<file path="src/rtl/writeback_queue.sv">
// writeback_queue: in-order result buffer between two producers and the
// register file's single write port. Port A (single-cycle ALU) and port B
// (long-latency load/mul-div) enqueue results, and one entry drains per
// cycle. Decode can read still-pending results combinationally through
// two forwarding ports.
module writeback_queue #(
   parameter int DEPTH = 4,
   parameter int XLEN  = 64,
   parameter int AW    = 5
) (
   input  logic                       clk,
   input  logic                       reset,
   input  logic                       a_valid,
   input  logic [AW-1:0]              a_rd,
   input  logic [XLEN-1:0]            a_data,
   output logic                       a_ready,
   input  logic                       b_valid,
   input  logic [AW-1:0]              b_rd,
   input  logic [XLEN-1:0]            b_data,
   output logic                       b_ready,
   output logic                       regWrite,
   output logic [AW-1:0]              rd,
   output logic [XLEN-1:0]            writeData,
   input  logic [AW-1:0]              rs1,
   input  logic [AW-1:0]              rs2,
   output logic                       fwd1_hit,
   output logic [XLEN-1:0]            fwd1_data,
   output logic                       fwd2_hit,
   output logic [XLEN-1:0]            fwd2_data,
   output logic [$clog2(DEPTH):0]     count,
   output logic                       full,
   output logic                       empty
);

   localparam int PW = $clog2(DEPTH);
   localparam int CW = PW + 1;
   localparam logic [CW-1:0] DEPTH_C  = CW'(DEPTH);
   localparam logic [CW-1:0] DEPTH_M2 = CW'(DEPTH - 2);

   logic [PW-1:0]   wr_ptr_reg, wr_ptr_next;
   logic [PW-1:0]   rd_ptr_reg, rd_ptr_next;
   logic [CW-1:0]   count_reg, count_next;

   // Storage has no reset: occupancy is defined purely by the pointers/count.
   logic [AW-1:0]   rd_mem   [DEPTH];
   logic [XLEN-1:0] data_mem [DEPTH];

   logic            a_enq, b_enq, pop;
   logic [PW-1:0]   b_slot;

   // Forwarding helpers, indexed by age (0 = head/oldest).
   logic [PW-1:0]   idx_age [DEPTH];
   logic            m1_age  [DEPTH];
   logic            m2_age  [DEPTH];

   // Readiness looks only at the current count; a same-cycle pop never
   // frees a slot early. When A is also valid, B needs room for two so
   // that A keeps priority on the last free slot.
   assign a_ready = ~reset & (count_reg < DEPTH_C);
   assign b_ready = ~reset & (a_valid ? (count_reg <= DEPTH_M2)
                                      : (count_reg <  DEPTH_C));

   // Writes to x0 complete the handshake but are dropped here.
   assign a_enq  = a_valid & a_ready & (a_rd != '0);
   assign b_enq  = b_valid & b_ready & (b_rd != '0);
   assign b_slot = a_enq ? wr_ptr_reg + PW'(1) : wr_ptr_reg;

   assign pop      = (count_reg != '0);
   assign regWrite = pop;
   assign rd        = pop ? rd_mem[rd_ptr_reg]   : '0;
   assign writeData = pop ? data_mem[rd_ptr_reg] : '0;

   assign count = count_reg;
   assign full  = (count_reg == DEPTH_C);
   assign empty = (count_reg == '0);

   // Next-state arithmetic for pointers and occupancy.
   always_comb begin
      wr_ptr_next = wr_ptr_reg + PW'(a_enq) + PW'(b_enq);
      rd_ptr_next = rd_ptr_reg + PW'(pop);
      count_next  = count_reg + CW'(a_enq) + CW'(b_enq) - CW'(pop);
   end

   // Pointer and count registers; reset discards every pending entry at once.
   always_ff @(posedge clk or posedge reset) begin
      if (reset) begin
         wr_ptr_reg <= '0;
         rd_ptr_reg <= '0;
         count_reg  <= '0;
      end else begin
         wr_ptr_reg <= wr_ptr_next;
         rd_ptr_reg <= rd_ptr_next;
         count_reg  <= count_next;
      end
   end

   // Entry storage: A lands at the tail, B right behind it (A is older).
   always_ff @(posedge clk) begin
      if (a_enq) begin
         rd_mem[wr_ptr_reg]   <= a_rd;
         data_mem[wr_ptr_reg] <= a_data;
      end
      if (b_enq) begin
         rd_mem[b_slot]   <= b_rd;
         data_mem[b_slot] <= b_data;
      end
   end

   // Per-age match flags: an entry matches if it is live and holds rsN.
   generate
      for (genvar gi = 0; gi < DEPTH; gi++) begin : g_age
         assign idx_age[gi] = rd_ptr_reg + PW'(gi);
         assign m1_age[gi]  = (CW'(gi) < count_reg) && (rs1 != '0) &&
                              (rd_mem[idx_age[gi]] == rs1);
         assign m2_age[gi]  = (CW'(gi) < count_reg) && (rs2 != '0) &&
                              (rd_mem[idx_age[gi]] == rs2);
      end
   endgenerate

   // Youngest match wins: scan oldest to youngest, later hits overwrite.
   always_comb begin
      fwd1_hit  = 1'b0;
      fwd1_data = '0;
      fwd2_hit  = 1'b0;
      fwd2_data = '0;
      for (int k = 0; k < DEPTH; k++) begin
         if (m1_age[k]) begin
            fwd1_hit  = 1'b1;
            fwd1_data = data_mem[idx_age[k]];
         end
         if (m2_age[k]) begin
            fwd2_hit  = 1'b1;
            fwd2_data = data_mem[idx_age[k]];
         end
      end
   end

endmodule

</file>
<file path="config.mk">
export PLATFORM = sky130hd
export DESIGN_NAME = writeback_queue
export DESIGN_NICKNAME = d
export VERILOG_FILES = /design/src/rtl/writeback_queue.sv
export SDC_FILE = /design/constraint.sdc
export NUM_CORES = 1
export LEC_CHECK = 0
export CORE_UTILIZATION = 45
export CTS_BUF_LIST = sky130_fd_sc_hd__clkbuf_16
export CTS_CLUSTER_SIZE = 12
export DETAILED_ROUTE_END_ITERATION = 10
export PLACE_DENSITY = 0.7
export REMOVE_ABC_BUFFERS = 1
export SLEW_MARGIN = 25
export SYNTH_ARGS = -nofsm -noshare
export SYNTH_HDL_FRONTEND = slang
export SYNTH_SLANG_ARGS = --single-unit
export TNS_END_PERCENT = 1
</file>
<file path="constraint.sdc">
create_clock -name clk -period 5.16 [get_ports clk]
set_input_delay 1.032 -clock clk [delete_from_list [all_inputs] [get_ports clk]]
set_output_delay 1.032 -clock clk [all_outputs]
set_load 0.01 [all_outputs]
</file>
Word level (Yosys, flattened, before mapping)

Memories as Yosys holds them, arrays and structs flattened.
Cells that the tools add are included.

$lt $le $gt $ge: 6
Bitwise gates (word level): 7
Equal/unequal tests: 9
Add/sub/neg operators: 10
Multiplexer cells: 24
Reductions and logical operators: 22

Operators with widths:

| operator              | count |
|---|---|
| $mux W64              | 9 |
| $eq A5 B5 Y1          | 8 |
| $reduce_bool A5 Y1    | 4 |
| $logic_and A1 B1 Y1   | 16 |
| $mux W1               | 13 |
| $add A2 B1 Y2         | 3 |
| $add A3 B1 Y3         | 2 |
| $and A1 B1 Y1         | 6 |
| $lt A1 B3 Y1 const A  | 2 |
| $lt A2 B3 Y1 const A  | 2 |
| $mux W5               | 1 |
| $add A2 B1 Y2 const B | 2 |
| $add A2 B2 Y2 const B | 2 |
| $eq A3 B3 Y1 const B  | 1 |
| $le A3 B2 Y1 const B  | 1 |
| $logic_not A3 Y1      | 1 |
| $lt A3 B3 Y1 const B  | 1 |
| $reduce_bool A3 Y1    | 1 |
| $sub A3 B1 Y3         | 1 |
| $mux W2               | 1 |
| $not A1 Y1            | 1 |

Memory bits (writable): 276
Bits in registers: 7
Word-level logic and storage cells: 83
Memories kept: 2
Output and inout bits: 207

Memories:

| memory   | depth | bits a word | read ports | clocked after Yosys merged registers in | write ports | line | source |
|---|---|---|---|---|---|---|---|
| data_mem | 4     | 64          | 4          | 0                                       | 2           | 46   | `logic [XLEN-1:0] data_mem [DEPTH];` |
| rd_mem   | 4     | 5           | 4          | 0                                       | 2           | 45   | `logic [AW-1:0] rd_mem [DEPTH];` |

Logic depth before layout (Yosys ltp)

Depth in word-level cells: 7
Mapped depth: 12

Worst setup path after synthesis

No wires, ideal clock.

Kind: input-to-reg
Start: input port a_rd[0]
End: memory data_mem[0][0], enable pin
Data required time: 4.441 ns
Stages: 6
Path slack: 0.752 ns
Setup time: 0.719 ns
Arrival time: 3.689 ns
Cells stage by stage: or4_1 o211ai_2 o31ai_1 nand2_1 buf_1 nand2_1

RTL lines:

| item               | line | source |
|---|---|---|
| start: declaration | 14   | `input logic [AW-1:0] a_rd,` |
| end: declaration   | 46   |  |

Worst setup path in the final report

Start: input port rs2[1]
End: output port fwd2_data[22]

Word-level cells in the longest chain between the ends: 7
Elaborated cells on any way between the ends: 17

RTL lines:

| item                              | line | source |
|---|---|---|
| start: declaration                | 25   | `input logic [AW-1:0] rs2,` |
| $reduce_bool A5 Y1                | 115  | `assign m2_age[gi] = (CW'(gi) < count_reg) && (rs2 != '0) &&` |
| $logic_and A1 B1 Y1 (2 in series) | 115  |  |
| $mux W64 (3 in series)            | 131  | `if (m2_age[k]) begin` |
| $mux W64 (*)                      | 131  |  |
| end: declaration                  | 29   | `output logic [XLEN-1:0] fwd2_data,` |

Every way passes the cells marked *; elsewhere a longest branch is shown, timed or not.

==> results.md <==
* Clk pwr share at 0.154
* First-pass GRT wire length at 112,500 µm
* Wirelength per Cell at about 27 µm
* Final WS setup at 45.63 ps
* Async S/R FF share, synth at 0.02473
* Max reg flops at between 200 and 300
* Core Region at 0.05141 mm²
* Largest net degree at the start of global routing at between 100 and 150
* Initial Utilization at 0.4568
* Placed cells at between 2,000 and 3,000
* Critical Path End Type: output port
* Final wirelength at 76,230 µm
* Crit share post-route at 0.9912
* Nets@finish at between 2,000 and 2,500
* Initial DRC count at between 1,500 and 2,000
* Setup TNS at 0 ps
* Sw Ratio at 0.3878
* Worst skew pair latency at between 500 and 600 ps
* Comb power frac at 0.631
* Final std cells w/o fill at about 2,800
* Util after Layout at 0.5714
* DRC viols at 0
* Yosys reg bits at 283
* Sequential group share of total power at 0.214
* ANT nets after route at 0
* Share of cells above drive strength 1 at 0.3415
* Post-synthesis cell count at about 1,800
* H-Tree Depth at 2
* Peak supply drop at approximately 420 µV
* Crit Path Max Fanout at 39
* Pwr dens at 518.4 mW/mm²
* Synth top area cells: edfxtp_1 35%, mux4_2 26%, mux2_2 13%
* Setup Crit Path Kind: primary input to output port
* Gr ovfl total at 0
* Pre-CTS setup slack at approximately 63 ps
* Number of enable flip-flop cells after synthesis at between 200 and 300
* GR Util All Layers at 0.2792
* P&R area growth vs syn at 25.07%
* Final Skew at around 12 ps
* Port Buffers at 358
* Number of max-cap violations at 0
* Seq/Total Area, Yosys at 0.3604
* GPL Wtd Cong at 0.9028
* Die X at between 200 and 250 µm
* Hold slack at 609.1 ps
* Clock Path Buffers at 3
* Post-synth top flop: edfxtp_1
* Clock period minus worst slack at approximately 5100 ps
* Design area at 0.02937 mm²
* Initial antenna violation count at 15
* Clk pin slew, worst setup/hold paths at around 50 ps
* Fmax at 195.5 MHz
* Cell Area, Synth at approximately 0.023 mm²
* Filler cells at ~4,000
* Placed cell area at 0.02808 mm²
* Post-synth top area cell: edfxtp_1
* Critical Path Start Type: primary input
* Critical Path AT at 4080 ps
* DR vias at between 15,000 and 20,000
* Placed wire-length estimate at ~50,000 µm
* Ports at between 300 and 400
* Synth top area share at 0.3529
* Die area at 0.05310 mm²
* Pleak at around 9.6 nW
* P_sw at 5.905 mW
* Yosys cell types at 49
* Clock root buffer: clkbuf_16
* HP Class: flip-flop to flip-flop
* Die Span Y at 230.4 µm
* Final Hold Vio Count at 0
* Final Power at between 15 and 20 mW
* Row count at 83
* Synth Warn # at 0
* Sinks on Clock Net at 283
* Slew @ Worst Pin at a little under 900 ps
* TritonCTS clock tree: built
* Vias in the first global route at 18,580
* Status: finished clean
* RSZ-0062 raised after global routing: true
* Final setup fails at 0
* Inserted Clock Buffers at 35
* Req. time, crit path at 4130 ps
* Mean Syn Cell Area at roughly 13 µm²
* Int Power at 9.322 mW
* Drt via density at between 6 and 7
* Rel. slew slack at 0.4123
* Slew Viols, Final at 0
* DR pass1 iterations at 6
[area by class of cell]
class	count	area [µm²]	area share
clock inverters	23	145.1	0.004941
well taps	680	850.8	0.02897
diodes	7	17.52	0.0005964
clock buffers	37	925.9	0.03152
repair buffers	443	4743	0.1615
multi-input cells	1287	14150	0.4817
inverters	18	68.82	0.002343
flip-flops and latches	283	8471	0.2884
[power groups by stage]
stage	Combinational [mW]	Sequential, mW	Clock [mW]
after detailed placement	9.42	3.33	0
after global placement	9.28	3.28	0
after floorplan	5.16	3.68	0
after global routing	10.2	3.30	2.45
after CTS	9.51	3.27	2.37
final	9.62	3.27	2.35
[final timing paths]
path                                          from                   endpoint  slack [ps]  cells past startpoint
hold / removal             wr_ptr_reg[1]$_DFF_PP0_    wr_ptr_reg[1]$_DFF_PP0_         610                      1
max in group asynchronous                    reset    rd_ptr_reg[0]$_DFF_PP0_        3990                      2
setup / recovery                            rs2[1]              fwd2_data[22]          50                     11
min in group asynchronous                    reset         count[2]$_DFF_PP0_         890                      2
hold reg to reg            wr_ptr_reg[1]$_DFF_PP0_    wr_ptr_reg[1]$_DFF_PP0_         610                      1
setup reg to reg                count[2]$_DFF_PP0_  data_mem[1][62]$_DFFE_PP_        1750                     10
[worst max-delay path: stages]
cell and delay (ps):
clkdlybuf4s50_1 430, or4_1 580, nor2_4 170, or3_1 160
a211oi_4 70, buf_4 180, nor2b_4 180, buf_12 260
a22oi_1 110, a21oi_1 260, clkdlybuf4s50_1 590
[synthesized netlist by cell type, types with 2 or more instances]
cell	instances
mux2_2	281
a21oi_1	67
mux2i_1	20
a22oi_1	63
nand2b_1	2
or3_1	2
ha_1	8
nor2_1	76
nand4_1	2
nand2_1	80
nand3_1	65
buf_2	83
a21o_1	3
nor2b_1	70
inv_2	2
dfrtp_1	7
edfxtp_1	276
or4_1	3
buf_12	5
a221oi_2	2
xor2_1	18
a31oi_1	67
buf_4	11
o22ai_1	67
inv_1	16
buf_1	14
nand4b_1	3
xnor2_1	25
nor3_1	10
mux2_1	60
buf_6	10
o21ai_0	8
mux4_2	267
clkbuf_1	61
a211o_1	2
fa_1	3
[placed cells by master, fill, tap and decap left out, types with 7 or more instances in the layout]
| cell type | Yosys | routed |
|---|---|---|
| clkdlybuf4s50_1 | 0 | 352 |
| mux2_2 | 281 | 281 |
| edfxtp_1 | 276 | 276 |
| mux4_2 | 267 | 267 |
| nand2_1 | 80 | 76 |
| nor2_1 | 76 | 72 |
| nor2b_1 | 70 | 69 |
| o22ai_1 | 67 | 67 |
| nand3_1 | 65 | 65 |
| a31oi_1 | 67 | 64 |
| a22oi_1 | 63 | 63 |
| mux2_1 | 60 | 60 |
| a21oi_1 | 67 | 58 |
| buf_4 | 11 | 40 |
| clkbuf_16 | 0 | 38 |
| buf_12 | 5 | 37 |
| xnor2_1 | 25 | 25 |
| inv_1 | 16 | 24 |
| mux2i_1 | 20 | 20 |
| xor2_1 | 18 | 18 |
| nor3_1 | 10 | 10 |
| clkinv_1 | 0 | 10 |
| a21oi_2 | 0 | 9 |
| o21ai_0 | 8 | 8 |
| ha_1 | 8 | 8 |
| diode_2 | 0 | 7 |
| buf_6 | 10 | 7 |
[cells by family (layout without fill, tap and decap cells)]
logic type      after synthesis  in the layout  share of synthesized area
fa+ha+maj                    11             11                   0.006820
buf+inv                     202            521                    0.04513
compound gates              287            287                    0.07805
flops                       283            283                     0.3604
other cells                   0              7                          0
mux                         628            628                     0.4281
xor+xnor                     43             43                    0.01604
simple gates                318            318                    0.06548
[per-layer routing]
metal  global-route usage  wire length, µm  part of all wire  up-vias
met3              0.05497             7411             0.097      220
met2               0.4720            37370              0.49     1113
li1                     -                -                 -     7850
met1               0.3493            28260              0.37     9399
met4               0.1180             3090             0.041       14
met5                    0               95            0.0012        -
[what timing repair did]
| action | in CTS | in global routing |
|---|---|---|
| pin swaps | 0 | 3 |
| hold buffers | 0 | 0 |
| gates cloned | 0 | 2 |
| endpoints found under the setup margin | 36 | 63 |
| gates resized for setup | 4 | 24 |
| hold endpoints to repair | 0 | 0 |
| buffers inserted | 1 | 7 |
Power figures use the tool's default switching activity.
